--- config.mk ---
export PLATFORM = sky130hd
export DESIGN_NAME = inst_fetch_queue
export DESIGN_NICKNAME = d
export VERILOG_FILES = /design/src/rtl/inst_fetch_queue.sv
export SDC_FILE = /design/constraint.sdc
export NUM_CORES = 1
export LEC_CHECK = 0
export CORE_MARGIN = 5
export CORE_UTILIZATION = 45
export DETAILED_ROUTE_END_ITERATION = 16
export PLACE_DENSITY = 0.66
export SLEW_MARGIN = 10
export SYNTH_ARGS = -nofsm -noshare
export SYNTH_HDL_FRONTEND = slang
export SYNTH_SLANG_ARGS = --single-unit
export TNS_END_PERCENT = 1
--- constraint.sdc ---
create_clock -name clk -period 6.9 [get_ports clk]
set_clock_uncertainty 0.15 [all_clocks]
set_input_delay 1.035 -clock clk [delete_from_list [all_inputs] [get_ports clk]]
set_output_delay 1.035 -clock clk [all_outputs]
set_load 0.005 [all_outputs]
--- src/rtl/inst_fetch_queue.sv ---
// Instruction fetch queue: decoupling FIFO between the IFU and decode.
// Buffers {instruction, pc, pc_plus_4} tuples and presents the head entry
// show-ahead to decode with a valid/ready handshake. The IFU is throttled
// through stall, which rises early enough to absorb fetches already in flight.
`ifndef INST_ADDR_WIDTH
`define INST_ADDR_WIDTH 32
`endif

module inst_fetch_queue #(
    parameter int DEPTH      = 8,
    parameter int INST_WIDTH = 32,
    parameter int ADDR_WIDTH = `INST_ADDR_WIDTH,
    parameter int SKID       = 2
) (
    input  logic                       clk,
    input  logic                       reset,
    input  logic                       flush,
    input  logic                       in_valid,
    input  logic [INST_WIDTH-1:0]      inst_in,
    input  logic [ADDR_WIDTH-1:0]      pc_in,
    input  logic [ADDR_WIDTH-1:0]      pc_plus_4_in,
    output logic                       stall,
    output logic                       out_valid,
    input  logic                       out_ready,
    output logic [INST_WIDTH-1:0]      inst_out,
    output logic [ADDR_WIDTH-1:0]      pc_out,
    output logic [ADDR_WIDTH-1:0]      pc_plus_4_out,
    output logic [$clog2(DEPTH+1)-1:0] count,
    output logic                       overflow_err
);

    localparam int PTR_W = $clog2(DEPTH);
    localparam int CNT_W = $clog2(DEPTH+1);

    logic [PTR_W-1:0]      rd_ptr_reg, rd_ptr_next;
    logic [PTR_W-1:0]      wr_ptr_reg, wr_ptr_next;
    logic [CNT_W-1:0]      count_reg, count_next;
    logic                  overflow_reg, overflow_next;

    logic [INST_WIDTH-1:0] inst_mem [DEPTH];
    logic [ADDR_WIDTH-1:0] pc_mem   [DEPTH];
    logic [ADDR_WIDTH-1:0] pc4_mem  [DEPTH];

    logic full;
    logic empty;
    logic deq;
    logic enq;

    assign full  = (count_reg == CNT_W'(DEPTH));
    assign empty = (count_reg == '0);

    // Handshakes are void on a flush cycle: the fetch is wrong-path and the
    // head is being discarded anyway.
    assign deq = out_valid & out_ready & ~flush;
    assign enq = in_valid & (~full | (out_valid & out_ready)) & ~flush;

    assign out_valid     = ~empty;
    assign stall         = (count_reg >= CNT_W'(DEPTH - SKID));
    assign count         = count_reg;
    assign overflow_err  = overflow_reg;
    assign inst_out      = inst_mem[rd_ptr_reg];
    assign pc_out        = pc_mem[rd_ptr_reg];
    assign pc_plus_4_out = pc4_mem[rd_ptr_reg];

    // Next-state for pointers, occupancy and the sticky overflow flag.
    always_comb begin
        rd_ptr_next   = rd_ptr_reg;
        wr_ptr_next   = wr_ptr_reg;
        count_next    = count_reg;
        overflow_next = overflow_reg;
        if (flush) begin
            rd_ptr_next = '0;
            wr_ptr_next = '0;
            count_next  = '0;
        end else begin
            rd_ptr_next = rd_ptr_reg + PTR_W'(deq);
            wr_ptr_next = wr_ptr_reg + PTR_W'(enq);
            count_next  = count_reg + CNT_W'(enq) - CNT_W'(deq);
            if (in_valid & full & ~(out_valid & out_ready))
                overflow_next = 1'b1;
        end
    end

    // Control state register.
    always_ff @(posedge clk) begin
        if (reset) begin
            rd_ptr_reg   <= '0;
            wr_ptr_reg   <= '0;
            count_reg    <= '0;
            overflow_reg <= 1'b0;
        end else begin
            rd_ptr_reg   <= rd_ptr_next;
            wr_ptr_reg   <= wr_ptr_next;
            count_reg    <= count_next;
            overflow_reg <= overflow_next;
        end
    end

    // One register slot per entry, written only when it is the enqueue target.
    generate
        for (genvar gi = 0; gi < DEPTH; gi++) begin : g_entry
            logic we;
            assign we = enq & (wr_ptr_reg == PTR_W'(gi));

            // Entry storage; cleared on reset so the head reads 0 before any fill.
            always_ff @(posedge clk) begin
                if (reset) begin
                    inst_mem[gi] <= '0;
                    pc_mem[gi]   <= '0;
                    pc4_mem[gi]  <= '0;
                end else if (we) begin
                    inst_mem[gi] <= inst_in;
                    pc_mem[gi]   <= pc_in;
                    pc4_mem[gi]  <= pc_plus_4_in;
                end
            end
        end
    endgenerate

endmodule

# After elaboration in Yosys (flattened, before gate mapping)
# Memory sizes are Yosys's and may differ from the RTL's. A register that Yosys moved wholly into a read port is not among the register bits.
# Cells that the tools add are included.
dict set report word_totals {
  memories 3
  out_inout_bits 103
  mem_bits_rw 768
  in_bits 101
  regBits 11
}
dict set report op_classes {
  n_lt_le_gt_ge 1
  addsub 4
  n_reduce_logical 4
  bitwise_logic 43
  n_mux 53
  n_eq_ne 8
}
# name words width read_ports rd_clocked_by_memory_dff write_ports line_no
set mem_list {}
lappend mem_list {inst_mem 8 32 1 1 8 40} ;# logic [INST_WIDTH-1:0] inst_mem [DEPTH];
lappend mem_list {pc4_mem 8 32 1 1 8 42} ;# logic [ADDR_WIDTH-1:0] pc4_mem [DEPTH];
lappend mem_list {pc_mem 8 32 1 1 8 41} ;# logic [ADDR_WIDTH-1:0] pc_mem [DEPTH];
# operator n
set ops {}
lappend ops {{32-bit two-way mux} 24}
lappend ops {{1-bit two-way mux} 26}
lappend ops {{1-bit OR} 25}
lappend ops {{1-bit bitwise AND} 14}
lappend ops {{3-bit == test, second input constant} 4}
lappend ops {{3-bit two-way mux} 3}
lappend ops {{3-bit by 1-bit adder with 3-bit output} 2}
lappend ops {{3-bit by 2-bit == test with 1-bit output, second input constant} 2}
lappend ops {{4-bit by 1-bit adder with 4-bit output} 1}
lappend ops {{4-bit == test, second input constant} 1}
lappend ops {{4-bit by 3-bit >= comparator with 1-bit output, second input constant} 1}
lappend ops {{4-bit zero test} 1}
lappend ops {{1-bit NOT} 4}
lappend ops {{4-bit by 1-bit subtractor with 4-bit output} 1}
lappend ops {{3-bit by 1-bit == test with 1-bit output, second input constant} 1}
lappend ops {{3-bit zero test} 1}
lappend ops {{2-bit AND reduction} 1}
lappend ops {{2-bit OR reduction} 1}

# Logic depth before layout (Yosys ltp)
dict set report depth {
  ltp_word 11
  mapped_depth 12
}

# Worst setup path before layout
# OpenSTA, ideal clock, no wires.
dict set report synth_timing {
  kind {in2reg}
  start {input port flush}
  end {memory inst_mem[1][0], enable pin}
  n_path_buf 2
  required_time_ns 6.180
  arrival_ns 6.419
  setup_time_ns 0.570
  path_slack_ns -0.239
  path_stages 5
  path_cell_list {buf_2 > nand2b_1 > a2111o_1 > buf_4 > o21bai_1}
}
# element line_no
set synth_lines {}
lappend synth_lines {{start, declared} 17} ;# input logic flush,
lappend synth_lines {{end, declared} 40}

==> run_results.csv <==
group,metric,value,unit
finish,finish.instance_area,0.0391,mm²
worst_setup_path,worstPathArrival,3.43,ns
clock_network,cts.clk_slew.worst_paths,0.06,ns
timing,setup_violations,0,
timing,period_share,66.9,%
global_route,grt_pass1_wl,128,mm
pwr,p_per_area,261,mW/mm²
worst_setup_path,startpoint_type,"flip-flop",
worst_setup_path,endpoint_kind,"primary output",
worst_setup_path,critPathRequiredTime,5.71,ns
global_route,antenna_found_initial,4,
routing,via_count,19700,
routing,wl,85.0,mm
timing,max_freq,217,MHz
floorplan,ios,204,
synth,avgSynthCellArea,15.0,µm²
worst_setup_path,worstPathMaxFanout,62,
clock_network,clkLatencyLatePin,0.62,ns
routing,viasPerCell,5.69,
timing,finalMaxSlewViolations,0,
pwr,power_frac_seq,53.2,%
min_path,hold_path.class,"flip-flop to flip-flop",
synth,synth-seq-area-share,68.8,%
placement,dpl_cell_area,0.0366,mm²
synth,synth_xor_area_share,0.0777,%
synth,synth_mux_area_share,16.0,%
pwr,power.switching,0.00217,W
finish,reg.largest.list,"inst_mem: 256 flops, pc4_mem: 256 flops, pc_mem: 256 flops",
global_route,grt_max_degree,167,
pwr,power.total,0.0102,W
worst_setup_path,r2r_setup_slack,2.96,ns
timing,worst_pin_slew,1.17,ns
global_route,grt.total_usage,20.9,%
synth,syn_area,0.0338,mm²
clock_network,cts_inserted_buffers,79,
pwr,p_leak,12.8,nW
floorplan,core_region_area,0.0744,mm²
outcome,status,"completed",
finish,finalNonFillerCells,3455,
pwr,p_sw_share,21.3,%
synth,ys_warn_count,0,
floorplan,fp-row-count,100,
routing,ant_nets,0,
finish,syn_to_final_growth,15.6,%
routing,drt_iter0_drc,1951,
pwr,power_frac_comb,6.1,%
worst_setup_path,worst-setup-path-type,"flip-flop to primary output",
finish,utilization,52.5,%
timing,slew_headroom,22.1,%
routing,wl_per_cell,24.6,µm
synth,synth_cell_types,32,
pwr,clock_power_share,40.7,%
floorplan,start_util,45.4,%
finish,layout_common_cells,"nor2_1, edfxtp_1, clkdlybuf4s50_1, nand2_1, mux4_2",
routing,dr.pass1.iters,5,
clock_network,clk_path_buf_depth,3,
clock_network,htreeDepth,3,
synth,synth_top_family_by_area,"multiplexers",
finish,final_layout_size_suffix_gt1_share,18.3,%
placement,io_buffers,203,
clock_network,hold_buffers,0,
finish,nFillCells,6041,
floorplan,die_height,284,µm
finish,layout_commonest_cell,"nor2_1",
placement,dp_hpwl,46.3,mm
synth,syn_inst,2258,
finish,nets,2532,
timing,post-route-min-period,4.62,ns
synth,yosys.area_share.simple,11.1,%
synth,synth.net_count,2371,
routing,drc,0,
floorplan,dieArea,0.0807,mm²
timing,grt_setup_unrepaired,"false",
floorplan,die_w,284,µm
placement,gpl.final_weighted_congestion,0.746,
clock_network,cts_root_buf,"clkbuf_16",
finish,multi_input_area,0.00963,mm²
synth,synth_adder_area_share,0.466,%
timing,finalHoldViolCount,0,
synth,synth-compound-area-share,0.407,%
clock_network,post_cts_resized,0,
pwr,ir_worst_vdd,0.150,mV
clock_network,clkSinkCount,779,
timing,setup_tns,0,ns
synth,synth-seq-cells,779,
placement,dp.cells,3307,
run,maxCapViolations,0,
clock_network,post_cts_buffers,0,
clock_network,cts_tree,"done",
finish,seq_area,0.0233,mm²
pwr,p_int,0.00803,W
global_route,grt.overflow.total,0,
global_route,grt_pass1_vias,20500,
==> Yosys cell counts <==
cell type	instances	area (µm²)
o211ai_2	1	12.5
fa_1	1	20.0
and3b_1	1	8.76
edfxtp_1	768	23100
mux2i_1	1	10.0
xor2_1	1	8.76
a21oi_1	2	10.0
or3b_1	1	8.76
xnor2_1	2	17.5
nor3_1	4	20.0
and2_1	5	31.3
a31oi_1	1	6.26
a2111o_1	1	11.3
buf_2	81	405
clkbuf_1	35	131
inv_1	9	33.8
buf_4	7	52.6
ha_1	11	138
a21o_1	1	7.51
or3_1	1	6.26
nand2b_1	2	12.5
o21bai_1	8	60.1
nor3b_1	1	7.51
dfxtp_1	11	220
nand2_1	196	736
buf_6	37	417
mux2_2	96	1080
o2111ai_2	2	30.0
mux4_2	192	4320
nor2b_1	3	18.8
nor2_1	773	2900
buf_1	3	11.3
==> critical path, stage by stage (launching register included) <==
cell             delay, ns
dfxtp_4               0.87
buf_12                0.52
mux4_2                0.57
mux2_2                0.32
clkdlybuf4s50_1       0.47
==> area by class of cell <==
class                   count  area share (%)
diodes                      4          0.0256
clock buffers             104            5.59
clock inverters            40           0.806
inverters                   9          0.0864
multi-input cells        1307            24.6
flip-flops and latches    779            59.6
well taps                 969            3.10
repair buffers            243            6.22
==> cell families (layout without fill, tap and decap cells) <==
logic type / after synthesis / in the layout
AO/OA/AOI/OAI: 16 / 16
flip-flops: 779 / 779
XOR/XNOR: 3 / 3
other: 0 / 4
buffers and inverters: 172 / 396
AND/OR/NAND/NOR: 987 / 987
adder cells (fa/ha/maj): 12 / 12
multiplexers: 289 / 289
==> through the flow <==
stage | worst slack (ns) | hold WS [ns]
final | 2.28 | 0.493
after global routing | 2.02 | 0.510
after CTS | 2.13 | 0.457
after detailed placement | 1.98 | 0.439
after global placement | 2.01 | 0.439
after floorplan | -0.239 | 0.311
==> worst paths after layout <==
check / end / cells past startpoint / start
min reg2reg: overflow_err / 2 / overflow_err
max reg2reg: pc_mem[2][19] / 7 / count[2]
max: inst_out[17] / 4 / rd_ptr_reg[1]
min: overflow_err / 2 / overflow_err
==> metal layers <==
metal	vias to the layer above	GRT usage, %	share of wire [%]
met4	0	5.47	2.1
li1	8546	-	-
met1	10100	28.2	40
met5	-	0	0
met3	121	4.61	8.5
met2	851	34.7	49
==> power groups by stage <==
stage                     Combinational (W)  Sequential (W)  Clock, W
after detailed placement           0.000632         0.00552         0
after floorplan                    0.000293         0.00553         0
after global routing               0.000665         0.00544   0.00444
after CTS                          0.000636         0.00542   0.00423
after global placement             0.000629         0.00551         0
final                              0.000626         0.00542   0.00415
Power figures use the tool's default switching activity.
==> RTL edit: new RTL, same settings <==
Register the output `count` once more, with the module's reset; this adds one clock of latency there. The other outputs are not delayed to match.
--- a/src/rtl/inst_fetch_queue.sv
+++ b/src/rtl/inst_fetch_queue.sv
@@ -57,5 +57,11 @@
     assign out_valid     = ~empty;
     assign stall         = (count_reg >= CNT_W'(DEPTH - SKID));
-    assign count         = count_reg;
+    always_ff @(posedge clk) begin
+        if (reset) begin
+            count <= '0;
+        end else begin
+            count <= count_reg;
+        end
+    end
     assign overflow_err  = overflow_reg;
     assign inst_out      = inst_mem[rd_ptr_reg];
Function: not settled (the Yosys comparison gave no result); the edit may change what the design does.
==> RTL edit against the unedited design <==
  * Total power rose by 0.69%
  * Worst setup slack worse by 0.068 ns
  * Final cell count down 0.17%
  * Synthesized area is 0.50% higher
  * Synthesized cell count grew 0.35%
  * Largest power group unchanged
  * Sequential cell count up 4
  * Design area up 0.51%
  * Combinational power fell by 2%
  * Worst hold slack got worse by 0.11 ns
  * Routed wire length shrank 2.6%
  * Critical path depth unchanged
  * Clock power is 1% higher
  * Global-route usage down 0.55 points
==> RTL edit: results <==
logic_synthesis:
  synth.distinct_cells: 34
  yosys-top-cells-count: "edfxtp_1 (768), nor2_1 (766), nand2_1 (196), mux4_2 (192), mux2_2 (96)"
placement:
  preCtsSetupSlack_ns: 2.233
  gp_congestion: 0.7534
  dpl-instance-area_um2: 36800
timing:
  max-slew-margin-rel_pct: 26.53
outcome:
  status: "finished clean"
drt:
  topRoutingLayerUsed: "met5"
  drtIter0Drc: 1919
setup_path:
  critPathTopFamily: "flip-flops"
  crit_path_max_fanout: 93
  critPathCapture: "pc_out[15]"
  reg2reg_setup_slack_ns: 3.36
global_route:
  use_met2_pct: 34.07
  grt_pass1_vias: 20744
final_layout:
  seqCellArea_um2: 23370
  fin_nets: 2535
  multi_input_gates: 1311
  signal_buffers: 237
  drive_above_1_share_pct: 18.44
  fillCellCount: 6036
  buf_share_pct: 6.232
  multi_input_area_share_pct: 24.74
  clockNetworkAreaShare_pct: 6.382
  layout.cells.non_filler: 3449
RTL edit: power groups by stage:
stage | logic, W | registers, W | clock network (W)
floorplan | 0.000294 | 0.00556 | 0
global route | 0.000657 | 0.00546 | 0.00449
global placement | 0.000620 | 0.00553 | 0
CTS | 0.000627 | 0.00545 | 0.00428
detailed placement | 0.000623 | 0.00555 | 0
finish | 0.000616 | 0.00545 | 0.00421
RTL edit: worst min-delay path by stage:
stage / start / endpoint / slack [ns] / cells after the start
6_report: overflow_err / overflow_err / 0.38 / 2
5_1_grt: count_reg[0] / count[0] / 0.42 / 1
4_1_cts: count_reg[3] / count[3] / 0.39 / 2
3_5_place_dp: overflow_err / overflow_err / 0.36 / 2
3_3_place_gp: overflow_err / overflow_err / 0.35 / 2
2_1_floorplan: overflow_err / overflow_err / 0.31 / 2
RTL edit: cell families after synthesis:
family | share of synthesized area, %
compound gates | 0.4050
xor+xnor | 0.07732
fa+ha+maj | 0.4638
buf+inv | 3.055
flops | 68.74
mux | 15.93
simple gates | 11.33
